<file path="config.mk">
export PLATFORM = sky130hd
export DESIGN_NAME = axis_matrix_loader_flat
export DESIGN_NICKNAME = d
export VERILOG_FILES = /design/src/rtl/axis_matrix_loader_pkg.sv /design/src/rtl/axis_matrix_loader_if.sv /design/src/rtl/axis_matrix_loader_beat_counter.sv /design/src/rtl/axis_matrix_loader.sv /design/src/flat_wrapper.sv
export SDC_FILE = /design/constraint.sdc
export NUM_CORES = 1
export LEC_CHECK = 0
export BUFFER_PORTS_ARGS = -buffer_cell sky130_fd_sc_hd__buf_4
export CORE_MARGIN = 5
export CORE_UTILIZATION = 42
export DETAILED_ROUTE_END_ITERATION = 8
export MAX_ROUTING_LAYER = met4
export PLACE_DENSITY_LB_ADDON = 0.08
export SYNTH_ARGS = -nofsm -noshare
export SYNTH_HDL_FRONTEND = slang
export SYNTH_SLANG_ARGS = --single-unit
</file>
<file path="constraint.sdc">
create_clock -name ACLK -period 2.3 [get_ports ACLK]
set_input_delay 0.575 -clock ACLK [delete_from_list [all_inputs] [get_ports ACLK]]
set_output_delay 0.575 -clock ACLK [all_outputs]
set_load 0.05 [all_outputs]
</file>
<file path="src/rtl/axis_matrix_loader_pkg.sv">
// ---------------------------------------------------------------------------
// loader_pkg
// Shared definitions for the AXI-Stream matrix loader:
//   - FSM state encoding (legacy-compatible 3-bit constants)
//   - default beat counts of the A, B and C regions
//   - region base offsets within the flat beat stream
//   - a helper that tells whether a state accepts beats
// ---------------------------------------------------------------------------
package loader_pkg;

  localparam int A_WORDS_DEF = 448;  // 64 x 7
  localparam int B_WORDS_DEF = 16;   // 8 x 2
  localparam int C_WORDS_DEF = 3;    // 3 x 1

  localparam int B_BASE = 448;
  localparam int C_BASE = 464;
  localparam int TOTAL  = 467;

  localparam int CNT_W = 9;

  typedef logic [2:0] state_t;

  localparam state_t IDLE   = 3'd0;
  localparam state_t LOAD_A = 3'd1;
  localparam state_t LOAD_B = 3'd2;
  localparam state_t LOAD_C = 3'd3;
  localparam state_t DONE   = 3'd4;

  // Only the three LOAD states take beats from the stream.
  function automatic logic is_loading(input state_t s);
    return (s == LOAD_A) || (s == LOAD_B) || (s == LOAD_C);
  endfunction

endpackage

</file>
<file path="src/rtl/axis_matrix_loader_if.sv">
// ---------------------------------------------------------------------------
// axis_matrix_loader_if
// AXI-Stream beat channel feeding the matrix loader.
//   TDATA  [31:0] beat payload (only the low WIDTH bits are used)
//   TVALID        upstream beat valid
//   TLAST         upstream end-of-packet marker
//   TREADY        loader can accept a beat
// Modports: master = upstream source, slave = loader.
// ---------------------------------------------------------------------------
interface axis_matrix_loader_if;

  logic [31:0] TDATA;
  logic        TVALID;
  logic        TLAST;
  logic        TREADY;

  modport master (output TDATA, output TVALID, output TLAST, input TREADY);
  modport slave  (input TDATA, input TVALID, input TLAST, output TREADY);

endinterface

</file>
<file path="src/rtl/axis_matrix_loader_beat_counter.sv">
// ---------------------------------------------------------------------------
// beat_counter
// Counts accepted beats across the whole A/B/C stream and provides the
// offsets of the current beat relative to the B and C region bases.
// Ports:
//   clk, rst     clock and synchronous active-high reset
//   i_clear      zero the count (new load armed)
//   i_inc        advance by one (beat accepted)
//   o_count      absolute beat index, also the A-region address
//   o_rel_b      index minus the B base
//   o_rel_c      index minus the C base
// ---------------------------------------------------------------------------
module beat_counter
  import loader_pkg::*;
#(
  parameter int B_BASE_P = B_BASE,
  parameter int C_BASE_P = C_BASE
) (
  input  logic             clk,
  input  logic             rst,
  input  logic             i_clear,
  input  logic             i_inc,
  output logic [CNT_W-1:0] o_count,
  output logic [3:0]       o_rel_b,
  output logic [1:0]       o_rel_c
);

  logic [CNT_W-1:0] r_count;

  // Clear has priority over increment; a start never coincides with an
  // accepted beat because start is only honoured outside the LOAD states.
  always_ff @(posedge clk) begin
    if (rst) begin
      r_count <= '0;
    end else if (i_clear) begin
      r_count <= '0;
    end else if (i_inc) begin
      r_count <= r_count + 9'd1;
    end
  end

  assign o_count = r_count;
  // Truncating the difference gives the region address directly; the
  // result is only consumed while the FSM is inside that region.
  assign o_rel_b = 4'(r_count - 9'(B_BASE_P));
  assign o_rel_c = 2'(r_count - 9'(C_BASE_P));

endmodule

</file>
<file path="src/rtl/axis_matrix_loader.sv">
// ---------------------------------------------------------------------------
// axis_matrix_loader
// Streams A_WORDS + B_WORDS + C_WORDS beats from an AXI-Stream slave port
// into three separate RAM write ports (A, B, C) in that order, one write
// per accepted beat, issued one cycle after acceptance.
// Ports:
//   ACLK, ARESET  clock and synchronous active-high reset
//   start         single-cycle arm request (honoured in IDLE/DONE only)
//   S_AXIS        beat channel (slave modport)
//   a_we/addr     A RAM write port (9-bit address)
//   b_we/addr     B RAM write port (4-bit address)
//   c_we/addr     C RAM write port (2-bit address)
//   wr_data       write data shared by all three RAM ports
//   load_done     level, high in DONE until the next start
//   tlast_err     sticky TLAST framing error
// Build option: define TLAST_CHECK_EN to enable TLAST framing checks;
// otherwise TLAST is ignored and tlast_err is tied low.
// ---------------------------------------------------------------------------
module axis_matrix_loader
  import loader_pkg::*;
#(
  parameter int A_WORDS = A_WORDS_DEF,
  parameter int B_WORDS = B_WORDS_DEF,
  parameter int C_WORDS = C_WORDS_DEF,
  parameter int WIDTH   = 8
) (
  input  logic                 ACLK,
  input  logic                 ARESET,
  input  logic                 start,
  axis_matrix_loader_if.slave  S_AXIS,
  output logic                 a_we,
  output logic                 b_we,
  output logic                 c_we,
  output logic [8:0]           a_addr,
  output logic [3:0]           b_addr,
  output logic [1:0]           c_addr,
  output logic [WIDTH-1:0]     wr_data,
  output logic                 load_done,
  output logic                 tlast_err
);

  localparam int L_B_BASE = A_WORDS;
  localparam int L_C_BASE = A_WORDS + B_WORDS;
  localparam int L_TOTAL  = L_C_BASE + C_WORDS;

  state_t           r_state;
  logic             w_ready;
  logic             w_accept;
  logic             w_start;
  logic [CNT_W-1:0] w_count;
  logic [3:0]       w_rel_b;
  logic [1:0]       w_rel_c;
  logic             w_last_a;
  logic             w_last_b;
  logic             w_last_c;

  logic             r_a_we;
  logic             r_b_we;
  logic             r_c_we;
  logic [8:0]       r_a_addr;
  logic [3:0]       r_b_addr;
  logic [1:0]       r_c_addr;
  logic [WIDTH-1:0] r_wr_data;

  // TREADY is a pure state decode so it never waits on TVALID.
  assign w_ready       = is_loading(r_state);
  assign S_AXIS.TREADY = w_ready;
  assign w_accept      = S_AXIS.TVALID && w_ready;
  assign w_start       = start && ((r_state == IDLE) || (r_state == DONE));

  beat_counter #(
    .B_BASE_P (L_B_BASE),
    .C_BASE_P (L_C_BASE)
  ) u_beat_counter (
    .clk     (ACLK),
    .rst     (ARESET),
    .i_clear (w_start),
    .i_inc   (w_accept),
    .o_count (w_count),
    .o_rel_b (w_rel_b),
    .o_rel_c (w_rel_c)
  );

  // The counter is absolute, so each region ends on a fixed index.
  assign w_last_a = (w_count == 9'(L_B_BASE - 1));
  assign w_last_b = (w_count == 9'(L_C_BASE - 1));
  assign w_last_c = (w_count == 9'(L_TOTAL - 1));

  // Region sequencing: each LOAD state is left on the accepted beat that
  // closes it, so that beat is still tagged with the region it belongs to.
  always_ff @(posedge ACLK) begin
    if (ARESET) begin
      r_state <= IDLE;
    end else begin
      case (r_state)
        IDLE, DONE: if (start) r_state <= LOAD_A;
        LOAD_A:     if (w_accept && w_last_a) r_state <= LOAD_B;
        LOAD_B:     if (w_accept && w_last_b) r_state <= LOAD_C;
        LOAD_C:     if (w_accept && w_last_c) r_state <= DONE;
        default:    r_state <= IDLE;
      endcase
    end
  end

  // Write stage: one registered write per accepted beat, steered by the
  // state at acceptance. Reset drops a write that was about to be issued.
  always_ff @(posedge ACLK) begin
    if (ARESET) begin
      r_a_we    <= 1'b0;
      r_b_we    <= 1'b0;
      r_c_we    <= 1'b0;
      r_a_addr  <= '0;
      r_b_addr  <= '0;
      r_c_addr  <= '0;
      r_wr_data <= '0;
    end else begin
      r_a_we <= w_accept && (r_state == LOAD_A);
      r_b_we <= w_accept && (r_state == LOAD_B);
      r_c_we <= w_accept && (r_state == LOAD_C);
      if (w_accept) begin
        r_wr_data <= S_AXIS.TDATA[WIDTH-1:0];
        case (r_state)
          LOAD_A:  r_a_addr <= w_count;
          LOAD_B:  r_b_addr <= w_rel_b;
          LOAD_C:  r_c_addr <= w_rel_c;
          default: r_a_addr <= r_a_addr;
        endcase
      end
    end
  end

  assign a_we      = r_a_we;
  assign b_we      = r_b_we;
  assign c_we      = r_c_we;
  assign a_addr    = r_a_addr;
  assign b_addr    = r_b_addr;
  assign c_addr    = r_c_addr;
  assign wr_data   = r_wr_data;
  // DONE is entered on the same edge that issues the final C write.
  assign load_done = (r_state == DONE);

`ifdef TLAST_CHECK_EN
  logic r_tlast_err;
  logic w_final_beat;

  assign w_final_beat = (r_state == LOAD_C) && w_last_c;

  // TLAST must be high on the final beat and low on every other one;
  // the error is sticky until the next load is armed.
  always_ff @(posedge ACLK) begin
    if (ARESET) begin
      r_tlast_err <= 1'b0;
    end else if (w_start) begin
      r_tlast_err <= 1'b0;
    end else if (w_accept && (S_AXIS.TLAST != w_final_beat)) begin
      r_tlast_err <= 1'b1;
    end
  end

  assign tlast_err = r_tlast_err;
`else
  assign tlast_err = 1'b0;
`endif

  // Payload bits above WIDTH (and TLAST when unchecked) are intentionally
  // ignored; folding them here keeps them visibly accounted for.
  generate
    if (WIDTH < 32) begin : g_unused
      logic w_unused_bits;
      assign w_unused_bits = ^{S_AXIS.TDATA[31:WIDTH], S_AXIS.TLAST};
    end else begin : g_unused_tlast
      logic w_unused_bits;
      assign w_unused_bits = S_AXIS.TLAST;
    end
  endgenerate

endmodule

</file>
<file path="src/flat_wrapper.sv">
// flat-port wrapper written by rule: the top's interface ports become plain ports
module axis_matrix_loader_flat import loader_pkg::*;
#(
  parameter int A_WORDS = A_WORDS_DEF,
  parameter int B_WORDS = B_WORDS_DEF,
  parameter int C_WORDS = C_WORDS_DEF,
  parameter int WIDTH   = 8
)
  (ACLK, ARESET, start, a_we, b_we, c_we, a_addr, b_addr, c_addr, wr_data, load_done, tlast_err, S_AXIS_TDATA, S_AXIS_TVALID, S_AXIS_TLAST, S_AXIS_TREADY);
  axis_matrix_loader_if S_AXIS_i ();
  input  logic ACLK;
  input  logic ARESET;
  input  logic start;
  output logic a_we;
  output logic b_we;
  output logic c_we;
  output logic [8:0] a_addr;
  output logic [3:0] b_addr;
  output logic [1:0] c_addr;
  output logic [WIDTH-1:0] wr_data;
  output logic load_done;
  output logic tlast_err;
  input wire logic [$bits(S_AXIS_i.TDATA)-1:0] S_AXIS_TDATA;
  input wire logic [$bits(S_AXIS_i.TVALID)-1:0] S_AXIS_TVALID;
  input wire logic [$bits(S_AXIS_i.TLAST)-1:0] S_AXIS_TLAST;
  output wire logic [$bits(S_AXIS_i.TREADY)-1:0] S_AXIS_TREADY;
  assign S_AXIS_i.TDATA = S_AXIS_TDATA;
  assign S_AXIS_i.TVALID = S_AXIS_TVALID;
  assign S_AXIS_i.TLAST = S_AXIS_TLAST;
  assign S_AXIS_TREADY = S_AXIS_i.TREADY;
  axis_matrix_loader #(.A_WORDS(A_WORDS), .B_WORDS(B_WORDS), .C_WORDS(C_WORDS), .WIDTH(WIDTH)) u_core (.ACLK(ACLK), .ARESET(ARESET), .start(start), .S_AXIS(S_AXIS_i), .a_we(a_we), .b_we(b_we), .c_we(c_we), .a_addr(a_addr), .b_addr(b_addr), .c_addr(c_addr), .wr_data(wr_data), .load_done(load_done), .tlast_err(tlast_err));
endmodule
</file>
==> metrics.md <==
| Metric | Value |
|---|---|
| Vias after detailed routing | approximately 1300 |
| Worst endpoint required time | ~1.7 ns |
| Total of fill cells in the finished design | about 370 |
| Power share of the combinational group | between 30% and 40% |
| Post-route clock skew | ~0.0075 ns |
| Net count of the mapped netlist | 224 |
| Core footprint | 3633 um^2 |
| Die Y | 70.93 um |
| Worst-path clk slew | 0.08 ns |
| Initial core utilization | between 40% and 50% |
| Multiplexer share of the synthesized area | 2.568% |
| RSZ-0062 raised after global routing | false |
| Simple logic cell fraction of the synthesized area | 25.76% |
| Slowest Stage Delay on Critical Path | ~0.40 ns |
| #FFs+latches synth | 38 |
| Cell area power density | between 800 and 900 nW/um^2 |
| Worst hold path type | reg -> reg |
| First-pass detailed-route iteration total | 4 |
| Utilization after layout | 54.34% |
| Cell area after placement | 1879 um^2 |
| Post-detailed-route DRC marker count | 0 |
| Cell Area, Synth | 1559 um^2 |
| Number of buffers between clock root and the deepest sink | 2 |
| Shortest period the worst path allows | 1.870 ns |
| Static leakage power | 0.7561 nW |
| Max FO, Critical Path | 10 |
| Final slew viol count | 0 |
| Share of the cycle needed by the critical path after routing | 81.30% |
| Global route overflow | 0 |
| Parity-gate share of the synthesized area counting xor and xnor cells | under 10% |
| Number of levels in the clock H-tree | 2 |
| Setup repair bufs after CTS | 0 |
| HPWL after DPL | 2519 um |
| Footprint of the multi-input gates | 739.5 um^2 |
| Area of all placed cells without fillers | just under 2000 um^2 |
| I/O Pins | 66 |
| TNS Setup | 0 ns |
| Die width | between 70 and 80 um |
| Total Wirelength | 3399 um |
| Crit path arrival time | around 1.3 ns |
| CP max-delay cell | sky130_fd_sc_hd__dfxtp_1 |
| Via-per-instance ratio | 4.911 |
| Clock group share of total power | a little over a quarter |
| Diode insertion count for antenna repair | 0 |
| Final weighted congestion of routability-driven global placement | ~0.87 |
| Mean instance size in the synthesized netlist | 8.427 um^2 |
| Number of clock sinks seen by CTS | 38 |
| Switch share | 35.71% |
| Post-CTS Resized | 0 |
| Measured slew at the worst slew-check pin | 0.4772 ns |
| NumNets Final | 261 |
| Port Buf Inserts | 39 |
| Area share of fa/ha/maj cells after synthesis | ~1.6% |
| Cell-internal power | 0.001141 W |
| Clock latency reported for the late side of the worst-skew pair | 0.29 ns |
| Cell variety after synth | 39 |
| Portion of the post-synthesis area used by sequential elements | 48.80% |
| Kind of launch point of the worst setup path | flop |
| Hold Vio Cnt, Final | 0 |
| Highest Clock Rate | 534.8 MHz |
| FFs w/ async S/R, synth | 0% |
| Pin count of the biggest net entering global routing | 31 |
| Endpoints failing setup | 0 |
| Area occupied by registers | 760.7 um^2 |
| Part of the power in registers | 42.7% |
| WL per Instance | 12.54 um |
| Synth Instances | 185 |
| Most used DFF post-synth | sky130_fd_sc_hd__dfxtp_1 |
| Max Cap Viol | 0 |
| Number of antenna violations at the first check in global routing | 0 |
| Post-synth EDFFs | 0 |
| Worst slew margin relative to its limit | between 60% and 70% |
| Status | finished, final reports clean |
| Area of the die | 5030 um^2 |
| Wire length of the first global-routing pass | 5678 um |
| Final Total Pwr | 0.001776 W |
| Flop-to-flop setup slack | 0.45 ns |
| Post-cts hold buffer count | 0 |
| Number of DRC violations after detailed-routing iteration 0 | 66 |
| GRT Util Overall | 14.75% |
| Combinational family with the most area after synthesis | simple AND/OR/NAND/NOR gates |
| Switching power | 0.0006341 W |
| Root Buffer | sky130_fd_sc_hd__clkbuf_8 |
| Critical Path Sink Type | primary output |
| Clock tree from TritonCTS | done |
| Count of antenna-violating nets left after detailed routing | 0 |
| Warnings from Yosys | 0 |
| Fraction of the mapped netlist area in compound gates | 13.88% |
| Share of layout cells above drive strength 1 | roughly a quarter |
| Number of rows in the core area | 22 |
| Via count of the first global-routing pass | 1221 |
| Critical Path, Cell by Cell | nor2_1 -> and2_1 -> buf_4 |
| Minimum hold slack | 0.4576 ns |
| Critical path start-end classification | reg -> out |
| Cts bufs inserted | 5 |
| Worst IR Drop VDD | around 0.43 mV |
| Growth of design area from synthesis to finish | 26.65% |
-- flip-flops by register name (all words and copies together), names as in the netlist --
register,count
u_core.a_addr,9
u_core.a_we,1
u_core.b_addr,4
u_core.b_we,1
u_core.c_addr,2
u_core.c_we,1
u_core.r_state,3
u_core.u_beat_counter.o_count,9
u_core.wr_data,8
-- kinds of logic (layout without fill, tap and decap cells) --
family,after synthesis,in the layout
and+or+nand+nor,86,86
muxes,4,4
AOI/OAI and AO/OA,35,35
adders and majority gates,2,2
xor gates and xnor gates,6,6
other,1,1
DFF,38,38
buffers and inverters,13,51
-- final cells by class --
class                   instances  share of cell area, %
flip-flops and latches         38                  38.53
multi-input cells             134                  37.45
repair buffers                 42                  15.97
clock buffers                   6                  4.183
well taps                      48                  3.042
clock inverters                 2                 0.6337
inverters                       1                 0.1901
-- stage by stage --
stage                     setup WS [ns]  std cells
final                            0.4300        271
after global routing             0.3393        271
after CTS                        0.4267        271
after detailed placement         0.4713        263
after global placement           0.4743        263
after floorplan                  0.4952        185
-- path summary, 6_finish.rpt --
check / startpoint / end / cells after the start
max: u_core.r_state[0] / load_done / 3
min: u_core.a_addr[0] / u_core.a_addr[0] / 2
max reg2reg: u_core.u_beat_counter.o_count[0] / u_core.r_state[0] / 7
min reg2reg: u_core.a_addr[0] / u_core.a_addr[0] / 2
-- cells in the final DEF, fill, tap and decap left out, types with 2 or more instances in the layout --
cell                       netlist  final
sky130_fd_sc_hd__ha_1            2      2
sky130_fd_sc_hd__a21oi_1        23     23
sky130_fd_sc_hd__nand3_1         4      4
sky130_fd_sc_hd__a211oi_1        2      2
sky130_fd_sc_hd__xnor2_1         4      4
sky130_fd_sc_hd__nor2b_1         2      2
sky130_fd_sc_hd__dfxtp_1        38     38
sky130_fd_sc_hd__a21o_1          2      2
sky130_fd_sc_hd__nor3_1          3      3
sky130_fd_sc_hd__and2_1          2      2
sky130_fd_sc_hd__nand4_1         2      2
sky130_fd_sc_hd__buf_4           1     42
sky130_fd_sc_hd__xor2_1          2      2
sky130_fd_sc_hd__o21ai_0         2      2
sky130_fd_sc_hd__nand2_1        44     44
sky130_fd_sc_hd__mux2i_1         4      4
sky130_fd_sc_hd__clkbuf_8        0      6
sky130_fd_sc_hd__or3_1           3      3
sky130_fd_sc_hd__nor2_1         16     16
-- worst max-delay path: cells and delay by family (launching register included) --
kind                   cells  cell delay, ns
buffers and inverters      1            0.19
AND/OR/NAND/NOR            2            0.42
flip-flops                 1            0.40
-- power groups by stage --
stage	clock (W)	combinational [W]	sequential, W
global route	0.000508	0.000597	0.000769
detailed placement	0	0.000554	0.000773
finish	0.000469	0.000550	0.000757
CTS	0.000485	0.000556	0.000758
global placement	0	0.000550	0.000769
floorplan	0	0.000314	0.000865
-- Yosys cell counts, types with 2 or more instances --
master | n | share of area [%]
sky130_fd_sc_hd__a211oi_1 | 2 | 0.96
sky130_fd_sc_hd__a21o_1 | 2 | 0.96
sky130_fd_sc_hd__a21oi_1 | 23 | 7.4
sky130_fd_sc_hd__and2_1 | 2 | 0.80
sky130_fd_sc_hd__buf_2 | 5 | 1.6
sky130_fd_sc_hd__clkbuf_1 | 5 | 1.2
sky130_fd_sc_hd__dfxtp_1 | 38 | 49
sky130_fd_sc_hd__ha_1 | 2 | 1.6
sky130_fd_sc_hd__mux2i_1 | 4 | 2.6
sky130_fd_sc_hd__nand2_1 | 44 | 11
sky130_fd_sc_hd__nand3_1 | 4 | 1.3
sky130_fd_sc_hd__nand4_1 | 2 | 0.80
sky130_fd_sc_hd__nor2_1 | 16 | 3.9
sky130_fd_sc_hd__nor2b_1 | 2 | 0.80
sky130_fd_sc_hd__nor3_1 | 3 | 0.96
sky130_fd_sc_hd__o21ai_0 | 2 | 0.64
sky130_fd_sc_hd__or3_1 | 3 | 1.2
sky130_fd_sc_hd__xnor2_1 | 4 | 2.2
sky130_fd_sc_hd__xor2_1 | 2 | 1.1
-- layer usage --
layer  part of all wire, %  GRT usage, %  routed length (um)  vias to the layer above
met3                   5.1         5.114                 174                        5
li1                      -             -                   -                      690
met4                   1.2         5.010                  42                        0
met2                    48         22.76                1643                       28
met1                    45         17.95                1538                      608
met5                     0             -                   0                        -
(Power assumes the default switching activity.)
